[src/rtl/ysyx_23060184_lsu_pkg.sv]
// Shared LSU definitions: FSM encodings, strobe constants, size codes.
// Includes the misalignment helper used when YSYX_23060184_LSU_MISALIGN_CHECK_EN is set.
package ysyx_23060184_lsu_pkg;

  localparam int WMASK_LENGTH   = 2;
  localparam int ROPCODE_LENGTH = 3;

  localparam logic [WMASK_LENGTH-1:0] WRITE_BYTE = 2'd1;
  localparam logic [WMASK_LENGTH-1:0] WRITE_HALF = 2'd2;
  localparam logic [WMASK_LENGTH-1:0] WRITE_WORD = 2'd3;

  localparam logic [ROPCODE_LENGTH-1:0] READ_BYTE  = 3'd1;
  localparam logic [ROPCODE_LENGTH-1:0] READ_BYTEU = 3'd2;
  localparam logic [ROPCODE_LENGTH-1:0] READ_HALF  = 3'd3;
  localparam logic [ROPCODE_LENGTH-1:0] READ_HALFU = 3'd4;
  localparam logic [ROPCODE_LENGTH-1:0] READ_WORD  = 3'd5;

  localparam logic [3:0] WSTRB_NONE = 4'b0000;
  localparam logic [3:0] WSTRB_BYTE = 4'b0001;
  localparam logic [3:0] WSTRB_HALF = 4'b0011;
  localparam logic [3:0] WSTRB_WORD = 4'b1111;

  typedef enum logic [1:0] {
    LSU_ST_IDLE = 2'd0,
    LSU_ST_REQ  = 2'd1,
    LSU_ST_WAIT = 2'd2,
    LSU_ST_DONE = 2'd3
  } lsu_state_e;

  // Unknown size codes count as word, so they need full alignment.
  function automatic logic misaligned(
    input logic                      ld,
    input logic [WMASK_LENGTH-1:0]   wm,
    input logic [ROPCODE_LENGTH-1:0] rop,
    input logic [1:0]                a
  );
    logic is_b;
    logic is_h;
    is_b = ld ? (rop == READ_BYTE || rop == READ_BYTEU)
              : (wm == WRITE_BYTE);
    is_h = ld ? (rop == READ_HALF || rop == READ_HALFU)
              : (wm == WRITE_HALF);
    if (is_b)      return 1'b0;
    else if (is_h) return a[0];
    else           return |a;
  endfunction

endpackage

[src/rtl/ysyx_23060184_lsu_align.sv]
// Combinational lane steering: store data/strobes and load shift/extend.
// Unknown size codes fall back to full-word behaviour.
import ysyx_23060184_lsu_pkg::*;

module ysyx_23060184_lsu_align (
  input  logic [1:0]                a,
  input  logic [WMASK_LENGTH-1:0]   wmask,
  input  logic [ROPCODE_LENGTH-1:0] rop,
  input  logic [31:0]               wdata,
  input  logic [31:0]               rdata,
  output logic [31:0]               st_data,
  output logic [3:0]                st_strb,
  output logic [31:0]               ld_data
);

  logic [15:0] sh;

  always_comb begin
    st_data = wdata;
    st_strb = WSTRB_WORD;
    unique case (1'b1)
      (wmask == WRITE_BYTE): begin
        st_data = {4{wdata[7:0]}};
        st_strb = WSTRB_BYTE << a;
      end
      (wmask == WRITE_HALF): begin
        st_data = {2{wdata[15:0]}};
        st_strb = WSTRB_HALF << {a[1], 1'b0};
      end
      default: begin
        st_data = wdata;
        st_strb = WSTRB_WORD;
      end
    endcase
  end

  always_comb begin
    sh      = 16'(rdata >> {a, 3'b000});
    ld_data = rdata;
    unique case (1'b1)
      (rop == READ_BYTE):  ld_data = {{24{sh[7]}}, sh[7:0]};
      (rop == READ_BYTEU): ld_data = {24'd0, sh[7:0]};
      (rop == READ_HALF):  ld_data = {{16{sh[15]}}, sh};
      (rop == READ_HALFU): ld_data = {16'd0, sh};
      default:             ld_data = rdata;
    endcase
  end

endmodule

[src/rtl/ysyx_23060184_lsu.sv]
// Load/store unit: one memory transaction per instruction, valid/ready on all sides.
// Define YSYX_23060184_LSU_MISALIGN_CHECK_EN to fault misaligned half/word accesses.
import ysyx_23060184_lsu_pkg::*;

module ysyx_23060184_lsu #(
  parameter int ADDR_W = 32,
  parameter int DATA_W = 32
) (
  input  logic                      clk,
  input  logic                      rstn,
  input  logic                      in_valid,
  output logic                      in_ready,
  input  logic [ADDR_W-1:0]         in_addr,
  input  logic [DATA_W-1:0]         in_wdata,
  input  logic [DATA_W-1:0]         in_alu,
  input  logic                      MemRead,
  input  logic                      MemWrite,
  input  logic [WMASK_LENGTH-1:0]   Wmask,
  input  logic [ROPCODE_LENGTH-1:0] Ropcode,
  output logic                      mem_req_valid,
  input  logic                      mem_req_ready,
  output logic                      mem_we,
  output logic [ADDR_W-1:0]         mem_addr,
  output logic [DATA_W-1:0]         mem_wdata,
  output logic [3:0]                mem_wstrb,
  input  logic                      mem_rsp_valid,
  input  logic [DATA_W-1:0]         mem_rdata,
  output logic                      out_valid,
  input  logic                      out_ready,
  output logic [DATA_W-1:0]         out_data,
  output logic                      out_fault
);

  lsu_state_e state_q, state_d;

  logic [ADDR_W-1:0]         addr_q;
  logic [DATA_W-1:0]         wdata_q;
  logic [WMASK_LENGTH-1:0]   wmask_q;
  logic [ROPCODE_LENGTH-1:0] rop_q;
  logic                      ld_q;
  logic [DATA_W-1:0]         data_q;
  logic                      mem_op;
  logic                      bad;
  logic                      accept;
  logic [31:0]               st_data;
  logic [3:0]                st_strb;
  logic [31:0]               ld_data;

  assign mem_op = MemRead | MemWrite;
  assign accept = (state_q == LSU_ST_IDLE) & in_valid;

  always_comb begin
`ifdef YSYX_23060184_LSU_MISALIGN_CHECK_EN
    bad = mem_op & misaligned(MemRead, Wmask, Ropcode, in_addr[1:0]);
`else
    bad = 1'b0;
`endif
  end

  always_ff @(posedge clk or negedge rstn) begin
    if (!rstn) state_q <= LSU_ST_IDLE;
    else       state_q <= state_d;
  end

  always_comb begin
    state_d = state_q;
    unique case (state_q)
      LSU_ST_IDLE:
        if (in_valid)
          state_d = (mem_op && !bad) ? LSU_ST_REQ : LSU_ST_DONE;
      LSU_ST_REQ:  if (mem_req_ready) state_d = LSU_ST_WAIT;
      LSU_ST_WAIT: if (mem_rsp_valid) state_d = LSU_ST_DONE;
      LSU_ST_DONE: if (out_ready)     state_d = LSU_ST_IDLE;
      default:                        state_d = LSU_ST_IDLE;
    endcase
  end

  always_comb begin
    in_ready      = (state_q == LSU_ST_IDLE);
    mem_req_valid = (state_q == LSU_ST_REQ);
    mem_we        = mem_req_valid & ~ld_q;
    mem_wstrb     = mem_we ? st_strb : WSTRB_NONE;
    mem_addr      = {addr_q[ADDR_W-1:2], 2'b00};
    mem_wdata     = st_data;
    out_valid     = (state_q == LSU_ST_DONE);
    out_data      = data_q;
  end

  always_ff @(posedge clk or negedge rstn) begin
    if (!rstn) begin
      addr_q  <= '0;
      wdata_q <= '0;
      wmask_q <= '0;
      rop_q   <= '0;
      ld_q    <= 1'b0;
      data_q  <= '0;
    end else begin
      if (accept) begin
        addr_q  <= in_addr;
        wdata_q <= in_wdata;
        wmask_q <= Wmask;
        rop_q   <= Ropcode;
        ld_q    <= MemRead;
        if (bad)          data_q <= '0;
        else if (!mem_op) data_q <= in_alu;
      end
      if (state_q == LSU_ST_WAIT && mem_rsp_valid)
        data_q <= ld_q ? ld_data : '0;
    end
  end

`ifdef YSYX_23060184_LSU_MISALIGN_CHECK_EN
  logic fault_q;
  always_ff @(posedge clk or negedge rstn) begin
    if (!rstn)       fault_q <= 1'b0;
    else if (accept) fault_q <= bad;
  end
  assign out_fault = fault_q;
`else
  assign out_fault = 1'b0;
`endif

  ysyx_23060184_lsu_align u_align (
    .a       (addr_q[1:0]),
    .wmask   (wmask_q),
    .rop     (rop_q),
    .wdata   (wdata_q),
    .rdata   (mem_rdata),
    .st_data (st_data),
    .st_strb (st_strb),
    .ld_data (ld_data)
  );

endmodule

[config.mk]
export PLATFORM = sky130hd
export DESIGN_NAME = ysyx_23060184_lsu
export DESIGN_NICKNAME = d
export VERILOG_FILES = /design/src/rtl/ysyx_23060184_lsu_pkg.sv /design/src/rtl/ysyx_23060184_lsu_align.sv /design/src/rtl/ysyx_23060184_lsu.sv
export SDC_FILE = /design/constraint.sdc
export NUM_CORES = 1
export LEC_CHECK = 0
export ABC_AREA = 1
export BUFFER_PORTS_ARGS = -buffer_cell sky130_fd_sc_hd__buf_4
export CAP_MARGIN = 30
export CORE_ASPECT_RATIO = 0.8
export CORE_MARGIN = 2
export CORE_UTILIZATION = 53
export CTS_CLUSTER_DIAMETER = 120
export CTS_CLUSTER_SIZE = 8
export DETAILED_ROUTE_END_ITERATION = 16
export PLACE_DENSITY = 0.87
export SLEW_MARGIN = 20
export SYNTH_ARGS = -nofsm -noshare
export SYNTH_HDL_FRONTEND = slang
export SYNTH_SLANG_ARGS = --single-unit
[constraint.sdc]
create_clock -name clk -period 3.8 [get_ports clk]
set_clock_uncertainty 0.15 [all_clocks]
set_input_delay 0.57 -clock clk [delete_from_list [all_inputs] [get_ports clk]]
set_output_delay 0.57 -clock clk [all_outputs]
set_load 0.03 [all_outputs]
After elaboration in Yosys (flattened, before gate mapping)
Index checks and enable logic that the tools add are counted.

storage, ports and cells
  flip-flop bits (word level) = 104
  bits in latches = 0
  bits in writable memories = 0
  ROM bits = 0
  output and inout bits = 105
  logic and storage cells = 47
  memories kept = 0

operators by class
  $add $sub $neg = 0
  multipliers = 0
  div/mod/pow operators = 0
  order comparisons = 0
  equality and inequality tests = 14
  shifts and indexed selects = 3
  muxes and demuxes = 14
  bitwise gates (word level) = 4
  reductions and logical operators = 5

operators with widths
  cell                                                    number
  2-to-1 mux 32 bit                                       4
  one-hot mux 32 bit (4 select lines)                     1
  one-hot mux 32 bit (2 select lines)                     1
  right shift 32 x 5 -> 16 bit                            1
  2-to-1 mux 2 bit                                        5
  one-hot mux 2 bit (4 select lines)                      1
  one-hot mux 4 bit (2 select lines)                      1
  == test 2 bit (second input constant)                   3
  == test 3 x 2 -> 1 bit (second input constant)          2
  inequality test 2 x 1 -> 1 bit (second input constant)  3
  == test 2 x 1 -> 1 bit (second input constant)          2
  2-to-1 mux 4 bit                                        1
  inequality test 2 bit (second input constant)           2
  AND reduction 4 bit                                     1
  left shift 1 x 2 -> 4 bit (first input constant)        1
  left shift 2 x 2 -> 4 bit (first input constant)        1
  == test 3 x 1 -> 1 bit (second input constant)          1
  == test 3 bit (second input constant)                   1
  AND 1 bit                                               2
  zero test 2 bit                                         1
  AND reduction 2 bit                                     1
  nonzero test 2 bit                                      1
  logical AND 1 bit                                       1
  inverter 1 bit                                          1
  OR 1 bit                                                1

Depth between registers and ports, before layout
  word-level depth = 4
  gate-level depth with buffers = 10
  depth with buffers taken out = 9

By module
From an unflattened synthesis, not the netlist that was laid out.

second synthesis, totals
  cells, all modules = 901
  area, all modules = 6167.2 um2

by module, submodules not included
  module                   instances  cells an instance  area an instance (um2)  seq. area each (um2)
  ysyx_23060184_lsu        1          619                4849.7                  2602.5
  ysyx_23060184_lsu_align  1          282                1317.5                  0.0

Least setup slack after synthesis
OpenSTA, ideal clock, no wires.

  path type = register to output
  start = register wmask_q[0]
  end = output mem_wdata[16]
  arrival time = 1.953 ns
  required time = 3.080 ns
  path slack = 1.127 ns
  cell stages (with the launch flop) = 8
  buffers on the path = 2
  path through = dfrtp_1 inv_1 ha_1 buf_2 clkinv_1 clkbuf_1 nand2_1 o21ai_0

between the ends
  longest elaborated chain between the ends = 2
  elaborated cells on any way between the ends = 3

RTL lines
  what                                                     RTL line                                                      RTL
  from (decl)                                              ysyx_23060184_lsu.sv:38                                       logic [WMASK_LENGTH-1:0] wmask_q;
  from (signal assigned)                                   ysyx_23060184_lsu.sv:101                                      wmask_q <= Wmask;
  == test 2 bit or == test 2 x 1 -> 1 bit (tied branches)  ysyx_23060184_lsu_align.sv:26, ysyx_23060184_lsu_align.sv:22
  one-hot mux 32 bit (2 select lines) (*)                  ysyx_23060184_lsu_align.sv:21                                 unique case (1'b1)
  to (decl)                                                ysyx_23060184_lsu.sv:24                                       output logic [DATA_W-1:0] mem_wdata,

Every way passes the cells marked *; elsewhere a longest branch is shown, timed or not.

Worst setup path after layout
  start = register wmask_q[0]
  end = output mem_wdata[12]

The elaborated chain is that of the path after synthesis.

==> key figures <==
Logic synthesis
  – Synth warnings: 0
  – Most numerous cell in the Yosys netlist: nand2_1
  – Yosys reg bits: 104
  – Area leader, netlist: dfrtp_1
  – Synth top area share: 0.4395
  – Ranking of synthesized cells by area: dfrtp_1 44%, nand2_1 22%, a21oi_1 6.8%
  – Average size of a mapped cell: 7.302 µm²
  – Top cells by instance count after synthesis: 354 x nand2_1, 104 x dfrtp_1, 80 x a21oi_1
  – Netlist cell types: 30
  – Post-Synthesis Cell Area: 5922 µm²
  – Async S/R FF share, synth: 1.000
  – Seq/Total Area, Yosys: 0.4395
  – Number of flops mapped to enable cells by yosys: 0
  – Dominant synthesized flop cell: dfrtp_1
  – Mapped Cells: 811

Worst setup path
  – CP max stage delay: 0.50 ns
  – CP max-delay cell: clkinv_1
  – CP startpoint kind: flip-flop
  – Crit path from: wmask_q[0]
  – WS Path Type: flip-flop to output port
  – CP arrival: 2.48 ns
  – R2R Setup Slk: 1.17 ns
  – R2R Path End: out_data[14]
  – R2R depth: 8
  – CP endpoint kind: output port
  – Crit path cell chain: inv_1 -> ha_1 -> clkinv_1 -> a32oi_1 -> nand2_1 -> buf_4
  – WP data required: 3.08 ns
  – FF-to-FF Start: state_q[0]
  – Worst-path maximum fanout: 18

Layout
  – Final core occ: 0.7115
  – Fillers: 932
  – Layout cells sized above 1: 0.2936
  – Post-layout nets: 1141
  – P&R area growth vs syn: 30.85%
  – Post-Layout Cell Count: 1142
  – Ant diodes: 0

Job
  – MaxCap Viol Count: 0

STA
  – Fin crit share: 0.8408
  – Max Clk Rate: 0.3130 GHz
  – Slew Limit Fails: 0
  – Setup TNS: 0 ns
  – Minimum clock period: 3.195 ns
  – Hold Vio Cnt, Final: 0
  – Worst-Margin Slew: 0.8938 ns
  – Finish-stage setup viols: 0
  – RSZ-0062 raised after global routing: no
  – Max_slew headroom: 0.4027

CTS
  – Sink Count: 104
  – Postcts setup bufs: 0
  – CTS tree: done
  – H-tree Lvls: 3
  – Worst skew pair latency: 0.34 ns
  – Clk buf depth: 2
  – Worst-path clk slew: 0.07 ns
  – Root Driver: clkbuf_16
  – # hold bufs at CTS: 0
  – PostCTS Resize Cnt: 0
  – Cts bufs inserted: 9

Floorplanning
  – Rows: 34
  – Die ar.: 12040 µm²
  – Ports: 246
  – Die Width: 122.2 µm
  – Die Span Y: 98.55 µm
  – Total core area: 10890 µm²
  – Initial Util: 0.5438

Drt
  – Vias: 5916
  – Routed wire length per instance: 15.05 µm
  – Post-route DRC: 0
  – DRT Pass-1 Iters: 5
  – Initial drt markers: 459
  – Via density: 5.180
  – Total wire length: 17.19 mm
  – Routed Antenna Nets: 0

Global routing
  – Initial antenna violation count: 0
  – First-pass GRT wire length: 27.40 mm
  – Total track usage: 0.2855
  – Largest net degree at the start of global routing: 63
  – Total gr overflow: 0
  – Vias in the first global route: 5657

Placed design
  – HPWL Detailed: 12.82 mm
  – # placed instances: 1126
  – Final GP Congestion: 0.9128
  – Port bufs: 242

Power
  – Final Power: 7.654 mW
  – Comb power frac: 0.612
  – Internal Pwr Total: 3.685 mW
  – Net Sw Frac: 0.5186
  – Leak: 4.214 nW
  – Sequential power share: 0.270
  – Switching power: 3.970 mW
  – VDD IR max: 0.5952 mV
  – Clk pwr share: 0.117
  – Power Dens Cells: 987.8 nW/µm²

Worst hold path
  – Worst hold path class: input pin to asynchronous set/reset pin

Outcome
  – Status: completed
[power groups by stage]
stage	Combinational, mW	Clock, mW	Sequential (mW)
after global placement	4.59	0	2.06
after floorplan	3.16	0	2.27
after global routing	5.09	0.961	2.13
after detailed placement	4.70	0	2.06
after CTS	4.70	0.924	2.06
final	4.69	0.898	2.07
[registers in the layout, summed over array words and instances (netlist names)]
name,cells
wmask_q,2
addr_q,32
out_data,32
rop_q,3
ld_q,1
wdata_q,32
state_q,2
[cells in the final DEF (no fill, tap or decap), drive strengths merged]
cell      n
inv      49
a32oi     8
a21oi    91
conb      3
a31oi     2
clkbuf   10
o21ai    21
ha        7
a21boi    1
o211ai    1
buf     248
o22ai     2
nor2     41
clkinv    5
dfrtp   104
nand3    45
nand2   360
[metal layers]
| layer | vias to the layer above | global-route usage | routed length [µm] |
|---|---|---|---|
| li1 | 2884 | - | - |
| met1 | 2721 | 0.3835 | 7155 |
| met2 | 280 | 0.4551 | 7993 |
| met3 | 31 | 0.07697 | 1695 |
| met4 | 0 | 0.08488 | 344 |
| met5 | - | 0 | 0 |
[cell families (layout without fill, tap and decap cells)]
group | after synthesis | after routing | share of synthesized area
buffers and inverters | 127 | 312 | 0.1170
other | 1 | 3 | 0.0006332
adders and majority gates | 7 | 7 | 0.01479
and+or+nand+nor | 446 | 446 | 0.3059
DFF | 104 | 104 | 0.4395
AOI/OAI and AO/OA | 126 | 126 | 0.1221
[worst max-delay path by stage]
stage,endpoint,slack [ns]
2_1_floorplan,mem_wdata[16],1.13
3_3_place_gp,mem_wdata[11],1.16
3_5_place_dp,mem_wdata[12],0.96
4_1_cts,mem_wdata[12],0.58
5_1_grt,mem_wdata[12],0.43
6_report,mem_wdata[12],0.60
[final cells by class]
cell class | count | area (µm²) | area share
Timing Repair Buffer | 248 | 1862 | 0.2403
Clock buffer | 10 | 239.0 | 0.03084
Clock inverter | 6 | 51.30 | 0.006620
Multi-Input combinational cell | 582 | 2634 | 0.3399
Inverter | 48 | 180.2 | 0.02325
Tap cell | 144 | 180.2 | 0.02325
Sequential cell | 104 | 2603 | 0.3359
[stage by stage]
step                      cell area [µm²]  setup slack [ns]  hold WS [ns]
after floorplan                      5929             1.127        0.1244
after global placement               7458             1.158        0.3142
after detailed placement             7458            0.9621        0.3203
after CTS                            7749            0.5752       0.07664
after global routing                 7749            0.4250       0.09172
final                                7749            0.6048       0.04895
[worst max-delay path: cells and delay by family (launching register included)]
kind                     cells  cell delay, ns
AO/OA/AOI/OAI                1            0.44
adder cells (fa/ha/maj)      1            0.49
buffers and inverters        3            0.74
flip-flops                   1            0.35
AND/OR/NAND/NOR              1            0.11
(Power assumes the default switching activity.)
